`src/rtl/encoder_rpm_error_pkg.sv`:
```
// Shared widths, quadrature state codes and sign-magnitude helpers for encoder_rpm_error.
package encoder_rpm_error_pkg;

   localparam int unsigned N_WIDTH_DEF    = 17;
   localparam int unsigned Q_WIDTH_DEF    = 8;
   localparam int unsigned CNT_WIDTH_DEF  = 12;
   localparam int unsigned SM_MAG_MAX_DEF = (1 << (N_WIDTH_DEF - 1)) - 1;

   // Working widths of the helpers; word widths up to 31 bits are supported.
   localparam int unsigned SM_W   = 32;
   localparam int unsigned WIDE_W = 64;

   localparam logic [1:0] QS_00 = 2'b00;
   localparam logic [1:0] QS_01 = 2'b01;
   localparam logic [1:0] QS_11 = 2'b11;
   localparam logic [1:0] QS_10 = 2'b10;

   // Two's-complement count -> sign-magnitude Q(q_w) in an n_w-bit word, magnitude saturated.
   function automatic logic [SM_W-1:0] twos_to_sm(input logic signed [SM_W-1:0] cnt,
                                                  input int unsigned n_w,
                                                  input int unsigned q_w);
      logic              neg;
      logic [SM_W-1:0]   abs_cnt;
      logic [WIDE_W-1:0] mag_wide;
      logic [WIDE_W-1:0] mag_max;
      logic [SM_W-1:0]   res;
      neg      = cnt[SM_W-1];
      abs_cnt  = neg ? unsigned'(-cnt) : unsigned'(cnt);
      mag_wide = {{SM_W{1'b0}}, abs_cnt} << q_w;
      mag_max  = (WIDE_W'(1) << (n_w - 1)) - WIDE_W'(1);
      if (mag_wide > mag_max) mag_wide = mag_max;
      res = mag_wide[SM_W-1:0];
      if (neg && abs_cnt != '0) res = res | (SM_W'(1) << (n_w - 1));
      return res;
   endfunction

   // Sign-magnitude sp - meas with saturation; -0 inputs and results normalised to +0.
   function automatic logic [SM_W-1:0] sm_sub(input logic [SM_W-1:0] sp,
                                              input logic [SM_W-1:0] meas,
                                              input int unsigned n_w);
      logic [SM_W-1:0] mask;
      logic [SM_W-1:0] sbit;
      logic [SM_W-1:0] ma;
      logic [SM_W-1:0] mb;
      logic [SM_W-1:0] mag;
      logic            sa;
      logic            sb;
      logic            sr;
      sbit = SM_W'(1) << (n_w - 1);
      mask = sbit - SM_W'(1);
      ma   = sp & mask;
      mb   = meas & mask;
      sa   = ((sp & sbit) != '0) && (ma != '0);
      sb   = ((meas & sbit) != '0) && (mb != '0);
      if (sa == sb) begin
         if (ma >= mb) begin
            mag = ma - mb;
            sr  = sa;
         end else begin
            mag = mb - ma;
            sr  = !sa;
         end
      end else begin
         mag = ma + mb;
         if (mag > mask) mag = mask;
         sr = sa;
      end
      if (mag == '0) sr = 1'b0;
      return mag | (sr ? sbit : '0);
   endfunction

endpackage

```
`src/rtl/encoder_rpm_error_quad_decoder.sv`:
```
// Two-flop encoder synchronizer plus x4 quadrature decode with sticky illegal-jump flag.
module quad_decoder
   import encoder_rpm_error_pkg::*;
(
   input  logic clk,
   input  logic reset,
   input  logic enc_a,
   input  logic enc_b,
   output logic up,
   output logic down,
   output logic fault
);

   logic [1:0] ab_meta;
   logic [1:0] ab_sync;
   logic [1:0] ab_prev;
   logic [1:0] fill;
   logic       primed;
   logic [1:0] fwd_c;
   logic [1:0] rev_c;
   logic       up_c;
   logic       down_c;
   logic       jump_c;

   // Expected neighbours of the previous state in each direction.
   always_comb begin
      fwd_c = QS_01;
      rev_c = QS_10;
      case (ab_prev)
         QS_00:   begin fwd_c = QS_01; rev_c = QS_10; end
         QS_01:   begin fwd_c = QS_11; rev_c = QS_00; end
         QS_11:   begin fwd_c = QS_10; rev_c = QS_01; end
         default: begin fwd_c = QS_00; rev_c = QS_11; end
      endcase
      up_c   = (ab_sync == fwd_c);
      down_c = (ab_sync == rev_c);
      jump_c = ((ab_sync ^ ab_prev) == 2'b11);
   end

   // fill tracks when ab_sync first carries a real sample; that sample only primes ab_prev.
   always_ff @(posedge clk) begin
      if (reset) begin
         ab_meta <= '0;
         ab_sync <= '0;
         ab_prev <= QS_00;
         fill    <= '0;
         primed  <= 1'b0;
         up      <= 1'b0;
         down    <= 1'b0;
         fault   <= 1'b0;
      end else begin
         ab_meta <= {enc_a, enc_b};
         ab_sync <= ab_meta;
         fill    <= {fill[0], 1'b1};
         up      <= 1'b0;
         down    <= 1'b0;
         if (primed) begin
            up      <= up_c;
            down    <= down_c;
            ab_prev <= ab_sync;
            if (jump_c) fault <= 1'b1;
         end else if (fill[1]) begin
            ab_prev <= ab_sync;
            primed  <= 1'b1;
         end
      end
   end

endmodule

```
`src/rtl/encoder_rpm_error.sv`:
```
// Per-wheel speed measurement and setpoint error for the PI controller.
// Define MEAS_FILTER_EN to report the average of the current and previous window counts.
module encoder_rpm_error
   import encoder_rpm_error_pkg::*;
#(
   parameter int unsigned N_WIDTH   = N_WIDTH_DEF,
   parameter int unsigned Q_WIDTH   = Q_WIDTH_DEF,
   parameter int unsigned CNT_WIDTH = CNT_WIDTH_DEF
) (
   input  logic               CLOCK_50,
   input  logic               RESET,
   input  logic               ENC_A,
   input  logic               ENC_B,
   input  logic               SAMPLE_TICK,
   input  logic [N_WIDTH-1:0] SETPOINT,
   output logic [N_WIDTH-1:0] MEASURED,
   output logic [N_WIDTH-1:0] ERROR_K,
   output logic               ERROR_VALID,
   output logic               QUAD_FAULT
);

   localparam logic signed [CNT_WIDTH-1:0] CNT_MAX = {1'b0, {(CNT_WIDTH-1){1'b1}}};
   localparam logic signed [CNT_WIDTH-1:0] CNT_MIN = {1'b1, {(CNT_WIDTH-1){1'b0}}};

   logic                        up;
   logic                        down;
   logic                        fault;
   logic signed [CNT_WIDTH-1:0] count;
   logic signed [CNT_WIDTH-1:0] count_c;
   logic signed [CNT_WIDTH-1:0] meas_cnt_c;
   logic        [N_WIDTH-1:0]   meas_sm_c;
   logic        [N_WIDTH-1:0]   err_sm_c;
   logic        [N_WIDTH-1:0]   sp_hold;
   logic                        err_pending;

   quad_decoder u_quad_decoder (
      .clk   (CLOCK_50),
      .reset (RESET),
      .enc_a (ENC_A),
      .enc_b (ENC_B),
      .up    (up),
      .down  (down),
      .fault (fault)
   );

   assign QUAD_FAULT = fault;

   // Saturating count including this cycle's edge, so a tick-cycle edge lands in the old window.
   always_comb begin
      count_c = count;
      if (up && count != CNT_MAX) begin
         count_c = count + CNT_WIDTH'(1);
      end else if (down && count != CNT_MIN) begin
         count_c = count - CNT_WIDTH'(1);
      end
   end

`ifdef MEAS_FILTER_EN
   logic signed [CNT_WIDTH-1:0] prev_count;
   logic signed [CNT_WIDTH:0]   sum_c;

   assign sum_c      = (CNT_WIDTH+1)'(count_c) + (CNT_WIDTH+1)'(prev_count);
   assign meas_cnt_c = CNT_WIDTH'(sum_c >>> 1);

   always_ff @(posedge CLOCK_50) begin
      if (RESET) begin
         prev_count <= '0;
      end else if (SAMPLE_TICK) begin
         prev_count <= count_c;
      end
   end
`else
   assign meas_cnt_c = count_c;
`endif

   assign meas_sm_c = N_WIDTH'(twos_to_sm(SM_W'(meas_cnt_c), N_WIDTH, Q_WIDTH));
   assign err_sm_c  = N_WIDTH'(sm_sub(SM_W'(sp_hold), SM_W'(MEASURED), N_WIDTH));

   // Tick edge: close window, register measurement and setpoint; next edge: register error.
   always_ff @(posedge CLOCK_50) begin
      if (RESET) begin
         count       <= '0;
         MEASURED    <= '0;
         sp_hold     <= '0;
         err_pending <= 1'b0;
         ERROR_K     <= '0;
         ERROR_VALID <= 1'b0;
      end else begin
         count       <= SAMPLE_TICK ? '0 : count_c;
         err_pending <= SAMPLE_TICK;
         ERROR_VALID <= err_pending;
         if (SAMPLE_TICK) begin
            MEASURED <= meas_sm_c;
            sp_hold  <= SETPOINT;
         end
         if (err_pending) ERROR_K <= err_sm_c;
      end
   end

endmodule

```
`config.mk`:
```
export PLATFORM = sky130hd
export DESIGN_NAME = encoder_rpm_error
export DESIGN_NICKNAME = d
export VERILOG_FILES = /design/src/rtl/encoder_rpm_error_pkg.sv /design/src/rtl/encoder_rpm_error_quad_decoder.sv /design/src/rtl/encoder_rpm_error.sv
export SDC_FILE = /design/constraint.sdc
export NUM_CORES = 1
export LEC_CHECK = 0
export ABC_AREA = 1
export BUFFER_PORTS_ARGS = -buffer_cell sky130_fd_sc_hd__buf_4
export CAP_MARGIN = 20
export CORE_ASPECT_RATIO = 0.8
export CORE_MARGIN = 1
export CORE_UTILIZATION = 45
export DETAILED_ROUTE_END_ITERATION = 10
export HOLD_SLACK_MARGIN = 0.15
export PLACE_DENSITY = 0.7
export REMOVE_ABC_BUFFERS = 1
export SLEW_MARGIN = 40
export SYNTH_ARGS = -nofsm -noshare
export SYNTH_HDL_FRONTEND = slang
export SYNTH_SLANG_ARGS = --single-unit
```
`constraint.sdc`:
```
create_clock -name CLOCK_50 -period 10.8 [get_ports CLOCK_50]
set_clock_uncertainty 0.2 [all_clocks]
set_input_delay 0.54 -clock CLOCK_50 [delete_from_list [all_inputs] [get_ports CLOCK_50]]
set_output_delay 0.54 -clock CLOCK_50 [all_outputs]
set_load 0.005 [all_outputs]
```
==> flow_metrics.py <==
metrics = {
    "status": {
        "outcome": "complete, no violations",
    },
    "sta": {
        "hold_violations": 0,
        "slew_viol_final": 0,
        "period_share_pct": 38.6,
        "whs_ns": 0.179,
        "setup-violations-final": 0,
        "fin_ws_ns": 6.63,
        "relSlewSlack_pct": 46.3,
        "rsz0062_at_grt": "false",
        "worst_slew_pin_slew_ns": 0.802,
        "max_clock_freq_ghz": 0.240,
        "fin_tns_setup_ns": 0,
        "period_minus_slack_ns": 4.17,
    },
    "placed_design": {
        "globalplace.congestion": 1.05,
        "pre_cts_ws_ns": 6.44,
        "port_buffers": 57,
        "hpwlAfterDp_mm": 16.4,
    },
    "power_and_ir_drop": {
        "peakVddDrop_uv": 87.5,
        "combPwrFrac_pct": 41.3,
        "p_sw_share_pct": 41.9,
        "clkPwrFrac_pct": 30.3,
        "leakage_uw": 0.00412,
        "switchingPower_uw": 429,
        "power.internal_uw": 594,
        "seqPwrFrac_pct": 28.4,
        "power-per-cell-area_nw_per_um2": 136,
    },
    "worst_setup_path": {
        "worstPathRequired_ns": 10.84,
        "r2r_cells": 19,
        "critical_path_class": "register to register",
        "rr_endpoint": "ERROR_K[16]$_SDFFE_PP0P_",
        "cp.arrival_ns": 4.21,
        "path_max_fanout": 27,
        "crit_path_end_kind": "register",
        "worstReg2RegStart": "MEASURED[7]$_SDFFE_PP0P_",
        "rrSetupSlack_ns": 6.63,
        "start_kind": "register",
    },
    "job": {
        "maxCapViolCount": 0,
    },
    "floorplan": {
        "die_h_um": 112,
        "num_rows": 39,
        "coreArea_um2": 14600,
        "die-area_um2": 15700,
        "die_x_um": 140,
        "io_pins": 58,
        "start_util_pct": 47.0,
    },
    "routing": {
        "wl_per_cell_um": 15.5,
        "viasPerCell": 5.37,
        "remaining_drc_errors": 0,
        "drt_iter0_drc": 833,
        "num_vias": 7228,
        "antenna_left": 0,
        "first_pass_iters": 6,
        "wirelength_mm": 20.9,
    },
    "clock_network": {
        "cts.sinks": 70,
        "cts_buffers": 9,
        "htree_num_levels": 3,
        "hold_buffers": 0,
        "clkLatencyLatePin_ns": 0.35,
        "postCtsSetupBuffers": 0,
        "cts_resized": 0,
        "cts.reportedPaths.clkPinSlew_ns": 0.07,
        "cts_root_buf": "clkbuf_16",
        "cts_buffer_depth": 2,
        "cts_tree": "done",
    },
    "layout": {
        "antenna_cells": 0,
        "multi_input_area_um2": 4600,
        "area_growth_pct": 9.86,
        "drive_gt1_share_pct": 11.2,
        "fillers": 1494,
        "register_area_um2": 1400,
        "nets": 1233,
    },
    "yosys": {
        "synth_top_area_cell": "dfxtp_1",
        "synth.distinct_cells": 46,
        "syn_inst": 1133,
        "synth-seq-cells": 70,
        "avgSynthCellArea_um2": 6.05,
        "synth_top_area_share_pct": 20.4,
        "syn-cell-area_um2": 6860,
        "seq_area_frac_synth_pct": 20.4,
        "synthTopCellsByArea": "dfxtp_1 (20%), nand2_1 (20%), ha_1 (9.3%)",
        "yosys_warnings": 0,
    },
    "grt": {
        "antenna_found_initial": 0,
        "grt_overflow": 0,
        "track_usage_pct": 27.3,
        "grt_max_degree": 30,
        "grt_first_pass_wirelength_mm": 33.5,
        "grt_pass1_vias": 6289,
    },
    "hold_path": {
        "hp-class": "primary input to register",
        "hold_start": "SETPOINT[15]",
        "whs_endpoint": "sp_hold[15]$_SDFFE_PP0P_",
        "hold_path_depth": 3,
    },
}
-- power groups by stage --
stage	registers, uW	logic, uW	clock network [uW]
finish	290	423	310
global route	292	469	326
CTS	290	411	315
detailed placement	296	407	0
global placement	295	409	0
floorplan	292	291	0
-- through the flow --
| step | instances | area (um^2) | total power [uW] | util [%] |
|---|---|---|---|---|
| floorplan | 1089 | 6570 | 583 | - |
| global placement | 1330 | 7230 | 705 | 49.5 |
| detailed placement | 1330 | 7230 | 703 | 49.5 |
| CTS | 1346 | 7530 | 1020 | 51.6 |
| global route | 1346 | 7530 | 1090 | 51.6 |
| finish | 1346 | 7530 | 1020 | 51.6 |
-- layout by cell type (no fill, tap or decap), drive strengths merged --
master    netlist  final
fa              3      3
nor3           11     11
xor2           33     33
and3            1      1
o21bai          6      6
buf            32     57
o21ai          70     70
o221a           1      1
a21boi          2      2
a221oi          1      1
a22oi           1      1
nor4            2      2
bufinv          0      1
o21a            2      2
nand2         385    385
nand3          77     77
o31ai           1      1
o221ai          2      2
inv           151    153
and2            1      1
clkbuf         12     10
ha             51     51
o211ai          6      6
or2             1      1
nor2          129    129
a31oi           1      1
a21oi          57     57
a21o            3      3
dfxtp          70     70
clkinvlp        0      3
nand4          21     21
-- layout make-up --
type / count / area share, %
Multi-Input combinational cell: 868 / 61.1
Clock buffer: 10 / 3.04
Tap cell: 184 / 3.06
Sequential cell: 70 / 18.6
Timing Repair Buffer: 57 / 5.68
Clock inverter: 6 / 0.930
Inverter: 151 / 7.56
-- per-layer routing --
layer | part of all wire (%) | track usage (%) | vias up
li1 | - | - | 3615
met1 | 50 | 41.3 | 3264
met3 | 10 | 9.09 | 28
met4 | 1.3 | 5.49 | 0
met5 | 0 | 0 | -
met2 | 38 | 36.7 | 321
-- registers in the layout (all words and copies together) (netlist names) --
name / flops
MEASURED: 10
count: 12
u_quad_decoder.fault: 1
sp_hold: 17
u_quad_decoder.ab_prev: 2
err_pending: 1
u_quad_decoder.down: 1
u_quad_decoder.ab_meta: 2
u_quad_decoder.up: 1
u_quad_decoder.fill: 2
ERROR_K: 17
ERROR_VALID: 1
u_quad_decoder.primed: 1
u_quad_decoder.ab_sync: 2
-- cells by family after synthesis --
family	Yosys count	synth area share (%)
simple gates	628	40.0
buf+inv	195	12.5
flops	70	20.4
fa+ha+maj	54	10.2
compound gates	153	12.7
xor+xnor	33	4.22
-- critical path: stages (launching register included) --
cell and delay, ns:
dfxtp_2 0.67, inv_1 0.39, ha_1 0.60, inv_1 0.16, nand2_1 0.12, inv_1 0.07, nand3_1 0.07, nand3_1 0.14
nand2_1 0.12, nand2_1 0.09, a21oi_2 0.47, inv_1 0.17, nand2_1 0.14, nand2_1 0.08, a21oi_1 0.16, nand3_1 0.10
nor2_1 0.11, nand2_1 0.05, nand2_1 0.05, a21oi_1 0.06
-- synthesized netlist by cell type, drive strengths merged --
cell type  count
and2           1
nand4         21
inv          151
a21boi         2
or2            1
nor3          11
and3           1
a31oi          1
a21o           3
nand2        385
o21ai         70
ha            51
xor2          33
o31ai          1
nor2         129
nand3         77
o221ai         2
a21oi         57
clkbuf        12
o21a           2
fa             3
a22oi          1
a221oi         1
o21bai         6
nor4           2
o221a          1
o211ai         6
dfxtp         70
buf           32
-- how the worst max path moves through the flow --
| stage | start | end | slack [ns] | cells after the start |
|---|---|---|---|---|
| after global routing | MEASURED[7]$_SDFFE_PP0P_ | ERROR_K[16]$_SDFFE_PP0P_ | 6.17 | 19 |
| after global placement | MEASURED[7]$_SDFFE_PP0P_ | ERROR_K[16]$_SDFFE_PP0P_ | 6.24 | 19 |
| after detailed placement | MEASURED[7]$_SDFFE_PP0P_ | ERROR_K[16]$_SDFFE_PP0P_ | 6.44 | 19 |
| final | MEASURED[7]$_SDFFE_PP0P_ | ERROR_K[16]$_SDFFE_PP0P_ | 6.63 | 19 |
| after floorplan | MEASURED[7]$_SDFFE_PP0P_ | ERROR_K[16]$_SDFFE_PP0P_ | 6.78 | 17 |
| after CTS | MEASURED[7]$_SDFFE_PP0P_ | ERROR_K[16]$_SDFFE_PP0P_ | 6.43 | 19 |
No activity file was read; power rests on OpenSTA's default activity.
